**src/rtl/pipe_ctrl_pkg.sv**
```systemverilog
// rtl/pipe_ctrl_pkg.sv - shared widths and FSM encodings for the pipeline controller
package pipe_ctrl_pkg;

    localparam int REG_ADDR_W    = 5;
    localparam int DIV_CNT_WIDTH = 6;

    typedef enum logic [1:0] {
        PC_ST_IDLE     = 2'd0,
        PC_ST_DIV_BUSY = 2'd1,
        PC_ST_DIV_DONE = 2'd2
    } pc_state_e;

endpackage

```
**src/rtl/dff_lr.sv**
```systemverilog
// rtl/dff_lr.sv - flop with load enable and synchronous active-low reset
module dff_lr #(
    parameter int               WIDTH   = 1,
    parameter logic [WIDTH-1:0] RST_VAL = '0
) (
    input  logic             clk,
    input  logic             rst_n,
    input  logic             load,
    input  logic [WIDTH-1:0] d,
    output logic [WIDTH-1:0] q
);

    always_ff @(posedge clk) begin
        if (!rst_n) begin
            q <= RST_VAL;
        end else if (load) begin
            q <= d;
        end
    end

endmodule

```
**src/rtl/load_use_detect.sv**
```systemverilog
// rtl/load_use_detect.sv - flags an ID-stage read of a register still being loaded in EX
module load_use_detect
    import pipe_ctrl_pkg::*;
(
    input  logic                  id_valid_i,
    input  logic [REG_ADDR_W-1:0] id_rs1_addr_i,
    input  logic [REG_ADDR_W-1:0] id_rs2_addr_i,
    input  logic                  id_rs1_re_i,
    input  logic                  id_rs2_re_i,
    input  logic [REG_ADDR_W-1:0] ex_rd_addr_i,
    input  logic                  ex_rd_we_i,
    input  logic                  ex_is_load_i,
    output logic                  load_use_o
);

    logic rs1_hit;
    logic rs2_hit;

    assign rs1_hit = id_rs1_re_i & (id_rs1_addr_i == ex_rd_addr_i);
    assign rs2_hit = id_rs2_re_i & (id_rs2_addr_i == ex_rd_addr_i);

    // x0 is never a real dependency, so a load targeting it cannot create a hazard
    assign load_use_o = id_valid_i & ex_is_load_i & ex_rd_we_i
                      & (ex_rd_addr_i != '0) & (rs1_hit | rs2_hit);

endmodule

```
**src/rtl/pipe_ctrl.sv**
```systemverilog
// rtl/pipe_ctrl.sv - hazard, redirect and divider-freeze controller for the 5-stage core
module pipe_ctrl
    import pipe_ctrl_pkg::*;
#(
    parameter int DIV_CYCLES = 33
) (
    input  logic                  clk,
    input  logic                  rst_n,
    input  logic                  id_valid_i,
    input  logic [REG_ADDR_W-1:0] id_rs1_addr_i,
    input  logic [REG_ADDR_W-1:0] id_rs2_addr_i,
    input  logic                  id_rs1_re_i,
    input  logic                  id_rs2_re_i,
    input  logic [REG_ADDR_W-1:0] ex_rd_addr_i,
    input  logic                  ex_rd_we_i,
    input  logic                  ex_is_load_i,
    input  logic                  ex_div_i,
    input  logic                  ex_jump_i,
    input  logic [31:0]           ex_jump_addr_i,
    output logic                  stall_pc_o,
    output logic                  stall_if_id_o,
    output logic                  stall_id_ex_o,
    output logic                  flush_if_id_o,
    output logic                  flush_id_ex_o,
    output logic                  flush_ex_mem_o,
    output logic                  jump_o,
    output logic [31:0]           jump_addr_o,
    output logic                  div_start_o,
    output logic                  div_res_sel_o,
    output logic [31:0]           stall_cnt_o
);

    localparam logic [DIV_CNT_WIDTH-1:0] DIV_LOAD = DIV_CNT_WIDTH'(DIV_CYCLES - 1);

    logic [1:0]               state_q;
    logic [1:0]               state_d;
    pc_state_e                state;
    logic [DIV_CNT_WIDTH-1:0] div_cnt_q;
    logic [DIV_CNT_WIDTH-1:0] div_cnt_d;
    logic [31:0]              stall_cnt_q;
    logic                     load_use;

    logic stall_pc, stall_if_id, stall_id_ex;
    logic flush_if_id, flush_id_ex, flush_ex_mem;
    logic jump, div_start, div_res_sel;

    load_use_detect u_load_use_detect (
        .id_valid_i    (id_valid_i),
        .id_rs1_addr_i (id_rs1_addr_i),
        .id_rs2_addr_i (id_rs2_addr_i),
        .id_rs1_re_i   (id_rs1_re_i),
        .id_rs2_re_i   (id_rs2_re_i),
        .ex_rd_addr_i  (ex_rd_addr_i),
        .ex_rd_we_i    (ex_rd_we_i),
        .ex_is_load_i  (ex_is_load_i),
        .load_use_o    (load_use)
    );

    assign state = pc_state_e'(state_q);

    always_comb begin
        state_d      = state_q;
        div_cnt_d    = div_cnt_q;
        stall_pc     = 1'b0;
        stall_if_id  = 1'b0;
        stall_id_ex  = 1'b0;
        flush_if_id  = 1'b0;
        flush_id_ex  = 1'b0;
        flush_ex_mem = 1'b0;
        jump         = 1'b0;
        div_start    = 1'b0;
        div_res_sel  = 1'b0;
        case (state)
            PC_ST_IDLE: begin
                if (ex_jump_i) begin
                    jump        = 1'b1;
                    flush_if_id = 1'b1;
                    flush_id_ex = 1'b1;
                end else if (ex_div_i) begin
                    div_start    = 1'b1;
                    stall_pc     = 1'b1;
                    stall_if_id  = 1'b1;
                    stall_id_ex  = 1'b1;
                    flush_ex_mem = 1'b1;
                    div_cnt_d    = DIV_LOAD;
                    state_d      = PC_ST_DIV_BUSY;
                end else if (load_use) begin
                    stall_pc    = 1'b1;
                    stall_if_id = 1'b1;
                    flush_id_ex = 1'b1;
                end
            end
            PC_ST_DIV_BUSY: begin
                stall_pc     = 1'b1;
                stall_if_id  = 1'b1;
                stall_id_ex  = 1'b1;
                flush_ex_mem = 1'b1;
                if (div_cnt_q == '0) begin
                    state_d = PC_ST_DIV_DONE;
                end else begin
                    div_cnt_d = div_cnt_q - 1'b1;
                end
            end
            PC_ST_DIV_DONE: begin
                // ex_div_i is still high for the finishing instruction; it must not restart
                div_res_sel = 1'b1;
                state_d     = PC_ST_IDLE;
            end
            default: begin
                state_d = PC_ST_IDLE;
            end
        endcase
    end

    dff_lr #(.WIDTH(2), .RST_VAL(PC_ST_IDLE)) u_state (
        .clk   (clk),
        .rst_n (rst_n),
        .load  (1'b1),
        .d     (state_d),
        .q     (state_q)
    );

    dff_lr #(.WIDTH(DIV_CNT_WIDTH)) u_div_cnt (
        .clk   (clk),
        .rst_n (rst_n),
        .load  (1'b1),
        .d     (div_cnt_d),
        .q     (div_cnt_q)
    );

    dff_lr #(.WIDTH(32)) u_stall_cnt (
        .clk   (clk),
        .rst_n (rst_n),
        .load  (stall_pc),
        .d     (stall_cnt_q + 32'd1),
        .q     (stall_cnt_q)
    );

    // Everything is held quiet while reset is asserted, even before the first reset edge
    assign stall_pc_o     = rst_n & stall_pc;
    assign stall_if_id_o  = rst_n & stall_if_id;
    assign stall_id_ex_o  = rst_n & stall_id_ex;
    assign flush_if_id_o  = rst_n & flush_if_id;
    assign flush_id_ex_o  = rst_n & flush_id_ex;
    assign flush_ex_mem_o = rst_n & flush_ex_mem;
    assign jump_o         = rst_n & jump;
    assign jump_addr_o    = (rst_n & jump) ? ex_jump_addr_i : 32'd0;
    assign div_start_o    = rst_n & div_start;
    assign div_res_sel_o  = rst_n & div_res_sel;
    assign stall_cnt_o    = rst_n ? stall_cnt_q : 32'd0;

endmodule
```
**config.mk**
```make
export PLATFORM = sky130hd
export DESIGN_NAME = pipe_ctrl
export DESIGN_NICKNAME = d
export VERILOG_FILES = /design/src/rtl/pipe_ctrl_pkg.sv /design/src/rtl/dff_lr.sv /design/src/rtl/load_use_detect.sv /design/src/rtl/pipe_ctrl.sv
export SDC_FILE = /design/constraint.sdc
export NUM_CORES = 1
export LEC_CHECK = 0
export CORE_ASPECT_RATIO = 1.25
export CORE_MARGIN = 4
export CORE_UTILIZATION = 35
export CTS_CLUSTER_DIAMETER = 200
export DETAILED_ROUTE_END_ITERATION = 12
export GPL_TIMING_DRIVEN = 0
export PLACE_DENSITY = 0.69
export RECOVER_POWER = 25
export SYNTH_ARGS = -nofsm -noshare
export SYNTH_HDL_FRONTEND = slang
export SYNTH_HIERARCHICAL = 1
export SYNTH_SLANG_ARGS = --single-unit
```
**constraint.sdc**
```tcl
create_clock -name clk -period 2.6 [get_ports clk]
set_clock_uncertainty 0.2 [all_clocks]
set_input_delay 0.52 -clock clk [delete_from_list [all_inputs] [get_ports clk]]
set_output_delay 0.52 -clock clk [all_outputs]
set_load 0.05 [all_outputs]
```
After elaboration in Yosys (flattened, before gate mapping)

Index checks and enable logic that the tools add are counted.

Bitwise operators: 13
Eq/ne operators: 8
Add/sub/neg operators: 2
Mux-type cells: 24
Reduce and logical (&&, ||, !) cells: 6

Operator list:

| operator                                                           | count |
|---|---|
| 32-bit 2-to-1 mux                                                  | 2 |
| 32-bit by 1-bit adder with 32-bit output, second input constant    | 1 |
| 6-bit 2-to-1 mux                                                   | 3 |
| 1-bit AND                                                          | 12 |
| 1-bit 2-to-1 mux                                                   | 12 |
| 6-bit case mux with 2 select lines                                 | 1 |
| 5-bit == test                                                      | 2 |
| 2-bit inequality test, second input constant                       | 4 |
| 6-bit zero test                                                    | 1 |
| 2-bit 2-to-1 mux                                                   | 3 |
| 6-bit by 1-bit subtractor with 6-bit output, second input constant | 1 |
| 5-bit nonzero test                                                 | 1 |
| 1-bit case mux with 2 select lines                                 | 2 |
| 2-bit case mux with 2 select lines                                 | 1 |
| 4-bit AND reduction                                                | 1 |
| 3-bit AND reduction                                                | 1 |
| 2-bit by 1-bit == test with 1-bit output, second input constant    | 1 |
| 2-bit == test, second input constant                               | 1 |
| 2-bit zero test                                                    | 1 |
| 2-bit nonzero test                                                 | 1 |
| 1-bit bitwise OR                                                   | 1 |

Input bits: 56
Bits in registers: 40
Output and inout port bits: 73

Depth between registers and ports, before layout

Depth in word-level cells: 9
Depth in mapped cells: 10
Depth with buffers taken out: 8

By module

The synthesis kept the hierarchy.

Modules (own cells, without submodules):

| module               | area each (um2) | seq. area each (um2) | times used | cells each |
|---|---|---|---|---|
| pipe_ctrl            | 1362.6          | 0.0                  | 1          | 212 |
| dff_lr (u_stall_cnt) | 1243.7          | 640.6                | 1          | 103 |
| dff_lr (u_div_cnt)   | 229.0           | 120.1                | 1          | 19 |
| load_use_detect      | 131.4           | 0.0                  | 1          | 17 |
| dff_lr (u_state)     | 72.6            | 40.0                 | 1          | 6 |

Least setup slack after synthesis

No wires, ideal clock.

Kind: in2out
From: input port ex_rd_addr_i[0]
To: output port stall_pc_o
Setup slack: -0.325 ns
Data required time: 1.880 ns
Cell stages on the path: 8
Path buffers: 1
Arrival: 2.205 ns
Cells stage by stage: xor2_1 nor4_1 nand3_1 a21oi_1 o21bai_1 a21oi_1 and2_1 buf_4

Cells in the longest elaborated chain, start to end: 9
Elaborated cells between the ends (all ways): 13
Classes of those cells: eq/ne (2); mux (4); bitwise (6); reduce/logical (1)

Ends and longest elaborated chain:

| item                                    | line                                         | RTL |
|---|---|---|
| from (decl)                             | pipe_ctrl.sv:14                              | `input logic [REG_ADDR_W-1:0] ex_rd_addr_i,` |
| 5-bit == test, on equally long branches | load_use_detect.sv:19, load_use_detect.sv:20 |  |
| 1-bit AND, on equally long branches     | load_use_detect.sv:19, load_use_detect.sv:20 |  |
| 1-bit bitwise OR                        | load_use_detect.sv:24                        | `& (ex_rd_addr_i != '0) & (rs1_hit \| rs2_hit);` |
| 1-bit AND (*)                           | load_use_detect.sv:24                        |  |
| net load_use                            | pipe_ctrl.sv:41                              | `logic load_use;` |
| 1-bit 2-to-1 mux (*) (3 in series)      | -                                            |  |
| 1-bit case mux with 2 select lines (*)  | -                                            |  |
| net stall_if_id                         | pipe_ctrl.sv:43                              | `logic stall_pc, stall_if_id, stall_id_ex;` |
| 1-bit AND (*)                           | -                                            |  |
| to (decl)                               | pipe_ctrl.sv:20                              | `output logic stall_pc_o,` |

Mark *: on every way through the listed nets, which the timed path passes. The rest lies on a longest branch.

Worst setup path after layout

From: input port ex_rd_addr_i[4]
To: output port stall_pc_o

Cells in the longest elaborated chain, start to end: 9
Elaborated cells between the ends (all ways): 13
Classes of those cells: eq/ne (2); mux (4); bitwise (6); reduce/logical (1)

Ends and longest elaborated chain:

| item                                    | line                                         | RTL |
|---|---|---|
| 5-bit == test, on equally long branches | load_use_detect.sv:19, load_use_detect.sv:20 |  |
| 1-bit AND, on equally long branches     | load_use_detect.sv:19, load_use_detect.sv:20 |  |
| 1-bit bitwise OR                        | load_use_detect.sv:24                        |  |
| 1-bit AND (*)                           | load_use_detect.sv:24                        |  |
| net load_use                            | pipe_ctrl.sv:41                              |  |
| 1-bit 2-to-1 mux (*) (3 in series)      | -                                            |  |
| 1-bit case mux with 2 select lines (*)  | -                                            |  |
| net stall_if_id                         | pipe_ctrl.sv:43                              |  |
| 1-bit AND (*)                           | pipe_ctrl.sv:140                             | `assign stall_pc_o = rst_n & stall_pc;` |

Marked as above.

==> results.md <==
Drt:
- The detail-routed net length per standard cell is 14.6 um.
- In the routed layout, each cell is associated on average with a via count of 4.91.
- Once detail routing completed, the nets flagged for antenna violations numbered 0.
- After detailed routing, the total wire length is 8.64 mm.
- The number of design-rule violations left by the first detailed-router iteration is 119.
- The number of vias after detailed routing is 2914.
- The pre-antenna-repair detailed-routing pass consisted of 4 iterations.
- After detailed routing, the number of remaining DRC violations is 0.

Synthesis:
- Sequential cells were found to cover 26.3% of the synthesized design area.
- The commonest cells after synthesis are sky130_fd_sc_hd__and2_1 (62), sky130_fd_sc_hd__mux2i_1 (41), sky130_fd_sc_hd__dfxtp_1 (40), sky130_fd_sc_hd__nor2b_1 (40), sky130_fd_sc_hd__xnor2_1 (26).
- In this run the biggest area consumer among cell types represents 26.3% of the synthesized area.
- The yosys synthesis warning count is 6.
- By area the synthesized netlist is led by sky130_fd_sc_hd__dfxtp_1 (26%), sky130_fd_sc_hd__mux2i_1 (14%), sky130_fd_sc_hd__and2_1 (13%), sky130_fd_sc_hd__nor2b_1 (8.2%), sky130_fd_sc_hd__xnor2_1 (7.5%).
- The number of storage elements in the synthesis netlist is 40.
- The number of cells produced by synthesis is 357.
- Yosys mapped a number of flops with a built-in enable equal to 0.
- The count of different cell masters after synthesis is 40.
- In this run the mean area of a mapped cell was 8.51 um2.
- For this run, the leading register cell type out of synthesis is sky130_fd_sc_hd__dfxtp_1.
- Of all cell types, the one taking the most synthesized area is sky130_fd_sc_hd__dfxtp_1.
- After synthesis the cells add up to 3040 um2.
- In the post-synthesis netlist, the cell with the most instances is sky130_fd_sc_hd__and2_1.
- Of all flip-flops after synthesis, the portion carrying an async set or reset was 0%.

Power:
- IR analysis of the VDD net gives a maximum drop of 0.000189 V.
- The leakage power of the design is 1.87 nW.
- The total power consumption of the routed design is 0.00150 W.
- The total power per unit cell area is 333 nW/um2.

Global routing:
- Entering global routing, the biggest net connects 20 pins.
- The combined global-route utilization of all metal layers is 16.5%.
- The initial antenna violation count was 0.
- The via count of the first global-routing pass is 2962.
- The first global-routing pass estimated 14.3 mm of wire.
- The final global-route overflow total is 0.

Clock tree:
- The insertion delay to the later sink of the worst-skew pair is 290 ps.
- The maximum buffer depth of the clock tree is 2.
- Hold repair after CTS inserted 0 buffers.
- The library cell used as clock root buffer is sky130_fd_sc_hd__clkbuf_8.
- TritonCTS created 5 clock buffers.
- The H-tree level count is 2.
- The clock edge transition at the registers on the reported setup and hold paths is 80 ps.
- The clock tree from TritonCTS is built.
- The clock drives 40 sinks.

STA:
- The post-layout minimum cycle time is 2880 ps.
- The post-route clock period utilization is 111%.
- The worst hold slack across all endpoints is 337 ps.
- Setup repair after global routing could not meet its margin everywhere.
- The max-slew violation count is 0.
- Timing would allow up to 0.347 GHz.
- The number of hold violations in the final report is 0.
- At the pin with the least slew margin, the transition time is 624 ps.
- The worst-case headroom to the max-slew limit is 58.6%.
- The count of endpoints failing setup in the final report is 2.
- Once routing completed, OpenROAD measured the worst setup slack at -280 ps.

Setup path:
- The number of cells on the worst reg-to-reg path is 8.
- The type of the worst setup path is in2out.
- STA classifies the critical path startpoint as an input pin.
- The biggest cell delay along the critical path is 550 ps.
- The critical path's top delay family is simple AND/OR/NAND/NOR gates.
- Traced cell by cell, the critical path runs through buf_8, or4_4, o2111ai_4, a21oi_2, o21bai_1, a21oi_2, and2_4, buf_6, buf_8.
- The critical path contains buffers and inverters numbering 3 combined.
- Among all stages on the critical path, the largest delay is contributed by sky130_fd_sc_hd__or4_4.
- The worst register-to-register path has a setup slack of 360 ps.
- The category of the worst setup path capture point is an output pin.
- The worst register-to-register path ends at u_stall_cnt/q[18]$_SDFFE_PN0P_.
- The arrival time at the worst endpoint is 2160 ps.
- The critical path required time is 1880 ps.
- The maximum fanout encountered on the critical timing path is 2.
- The worst flop-to-flop path startpoint is u_stall_cnt/q[0]$_SDFFE_PN0P_.

Placed design:
- The worst setup slack after placement is -1410 ps.
- Counting tap cells, the placed design contains a total of 584 instances.
- The number of I/O port buffers is 128.
- Routability-driven placement finished with a final weighted congestion of 0.819.
- The detailed-placement wirelength estimate is 6.70 mm.

Cells and area:
- The final standard cell utilization of the core is 54.1%.
- The final net count is 556.
- The count of non-filler cells in the finished layout is 594.
- The number of inserted filler cells in the final layout is 804.
- The ratio of cells with drive above 1 in the final layout is 22.7%.
- Compared with the post-synthesis result, the final layout area differs by 48.2%.
- The number of antenna diodes in the final layout is 0.

Floorplanning:
- The core region is 8330 um2.
- The number of I/O pins is 129.
- The die area is 10200 um2.
- The number of cell rows is 37.
- The chip height is 112 um.
- The x dimension of the die is 91.3 um.
- Once the floorplan was initialized, standard cells occupied 36.5% of the core.

Worst hold path:
- The worst-case hold path end point is u_stall_cnt/q[31]$_SDFFE_PN0P_.
- The min-delay analysis places its worst path in the category reg2reg.
- The worst hold path begins at u_stall_cnt/q[31]$_SDFFE_PN0P_.
- The number of cells on the worst hold path is 2.

Job:
- The number of maximum-capacitance violations is 0.

Status:
- The run finished, with violations left.
- The final reports fail on setup timing.
[per-stage QoR]
stage | setup TNS, ps | cell area, um2
floorplan | -30.1 | 3060
global placement | -88260 | 4460
detailed placement | -90850 | 4460
CTS | -556 | 4530
global route | -687 | 4500
finish | -460 | 4500
[worst min-delay path, delay by kind of cell, from the launching register on]
family | cells | cell delay, ps
simple gates | 1 | 100
flops | 1 | 330
mux | 1 | 70
[worst max path at each step]
stage,endpoint,cells after the start,start
after floorplan,stall_pc_o,8,ex_rd_addr_i[0]
after global placement,stall_pc_o,10,ex_rd_addr_i[0]
after detailed placement,stall_pc_o,10,ex_rd_addr_i[0]
after CTS,stall_pc_o,9,ex_rd_addr_i[4]
after global routing,stall_pc_o,10,ex_rd_addr_i[0]
final,stall_pc_o,9,ex_rd_addr_i[4]
[state kept, by name, summed over array words and instances (netlist names)]
register       cells
u_div_cnt/q        6
u_state/q          2
u_stall_cnt/q     32
[routing by layer]
metal	track usage (%)	routed length, um	vias up
met4	2.41	34	0
met3	5.23	749	5
met5	0	0	-
met1	20.1	3830	1333
li1	-	-	1469
met2	29.0	4030	107
[power breakdown]
part,internal [W],leakage (nW),switching (W),total (W)
Clock,0.000183,0.0410,0.000214,0.000397
Sequential,0.000619,0.323,0.00000866,0.000628
Combinational,0.000219,1.51,0.000256,0.000475
[timing repair]
action | CTS | global route
pin swaps | 11 | 12
setup buffers | 3 | 0
resized for setup | 369 | 28
setup endpoints to repair | 105 | 77
[cell type report]
class,instances,area [um2],share of cell area [%]
Inverter,11,41.3,0.917
Multi-Input combinational cell,289,2110,46.8
Buffer,19,160,3.56
Clock inverter,1,5.00,0.111
Clock buffer,6,72.6,1.61
Timing Repair Buffer,131,1190,26.5
Sequential cell,40,801,17.8
Tap cell,97,121,2.69
[kinds of logic after synthesis]
group / count (synthesis) / share of synthesized area [%]
buf+inv: 30 / 6.18
flops: 40 / 26.3
simple gates: 182 / 36.8
mux: 41 / 13.5
xor+xnor: 41 / 11.8
other cells: 1 / 0.123
fa+ha+maj: 3 / 1.24
compound gates: 19 / 3.95
[placed cells by master (no fill, tap or decap), types with 5 or more instances in the layout]
cell type / count
sky130_fd_sc_hd__a21oi_1: 7
sky130_fd_sc_hd__nand3_1: 12
sky130_fd_sc_hd__and2_1: 61
sky130_fd_sc_hd__clkdlybuf4s50_1: 39
sky130_fd_sc_hd__buf_2: 6
sky130_fd_sc_hd__nor2_1: 17
sky130_fd_sc_hd__mux2i_1: 41
sky130_fd_sc_hd__inv_1: 10
sky130_fd_sc_hd__xor2_1: 14
sky130_fd_sc_hd__clkbuf_1: 14
sky130_fd_sc_hd__nand2_1: 9
sky130_fd_sc_hd__clkbuf_8: 5
sky130_fd_sc_hd__nor2b_1: 40
sky130_fd_sc_hd__nand4_1: 11
sky130_fd_sc_hd__and3_1: 6
sky130_fd_sc_hd__buf_6: 7
sky130_fd_sc_hd__clkbuf_2: 8
sky130_fd_sc_hd__dfxtp_1: 40
sky130_fd_sc_hd__dlygate4sd2_1: 6
sky130_fd_sc_hd__and4_1: 5
sky130_fd_sc_hd__buf_4: 31
sky130_fd_sc_hd__xnor2_1: 26
sky130_fd_sc_hd__clkdlybuf4s15_2: 27
Note: power is estimated with default switching activity, not from simulation.
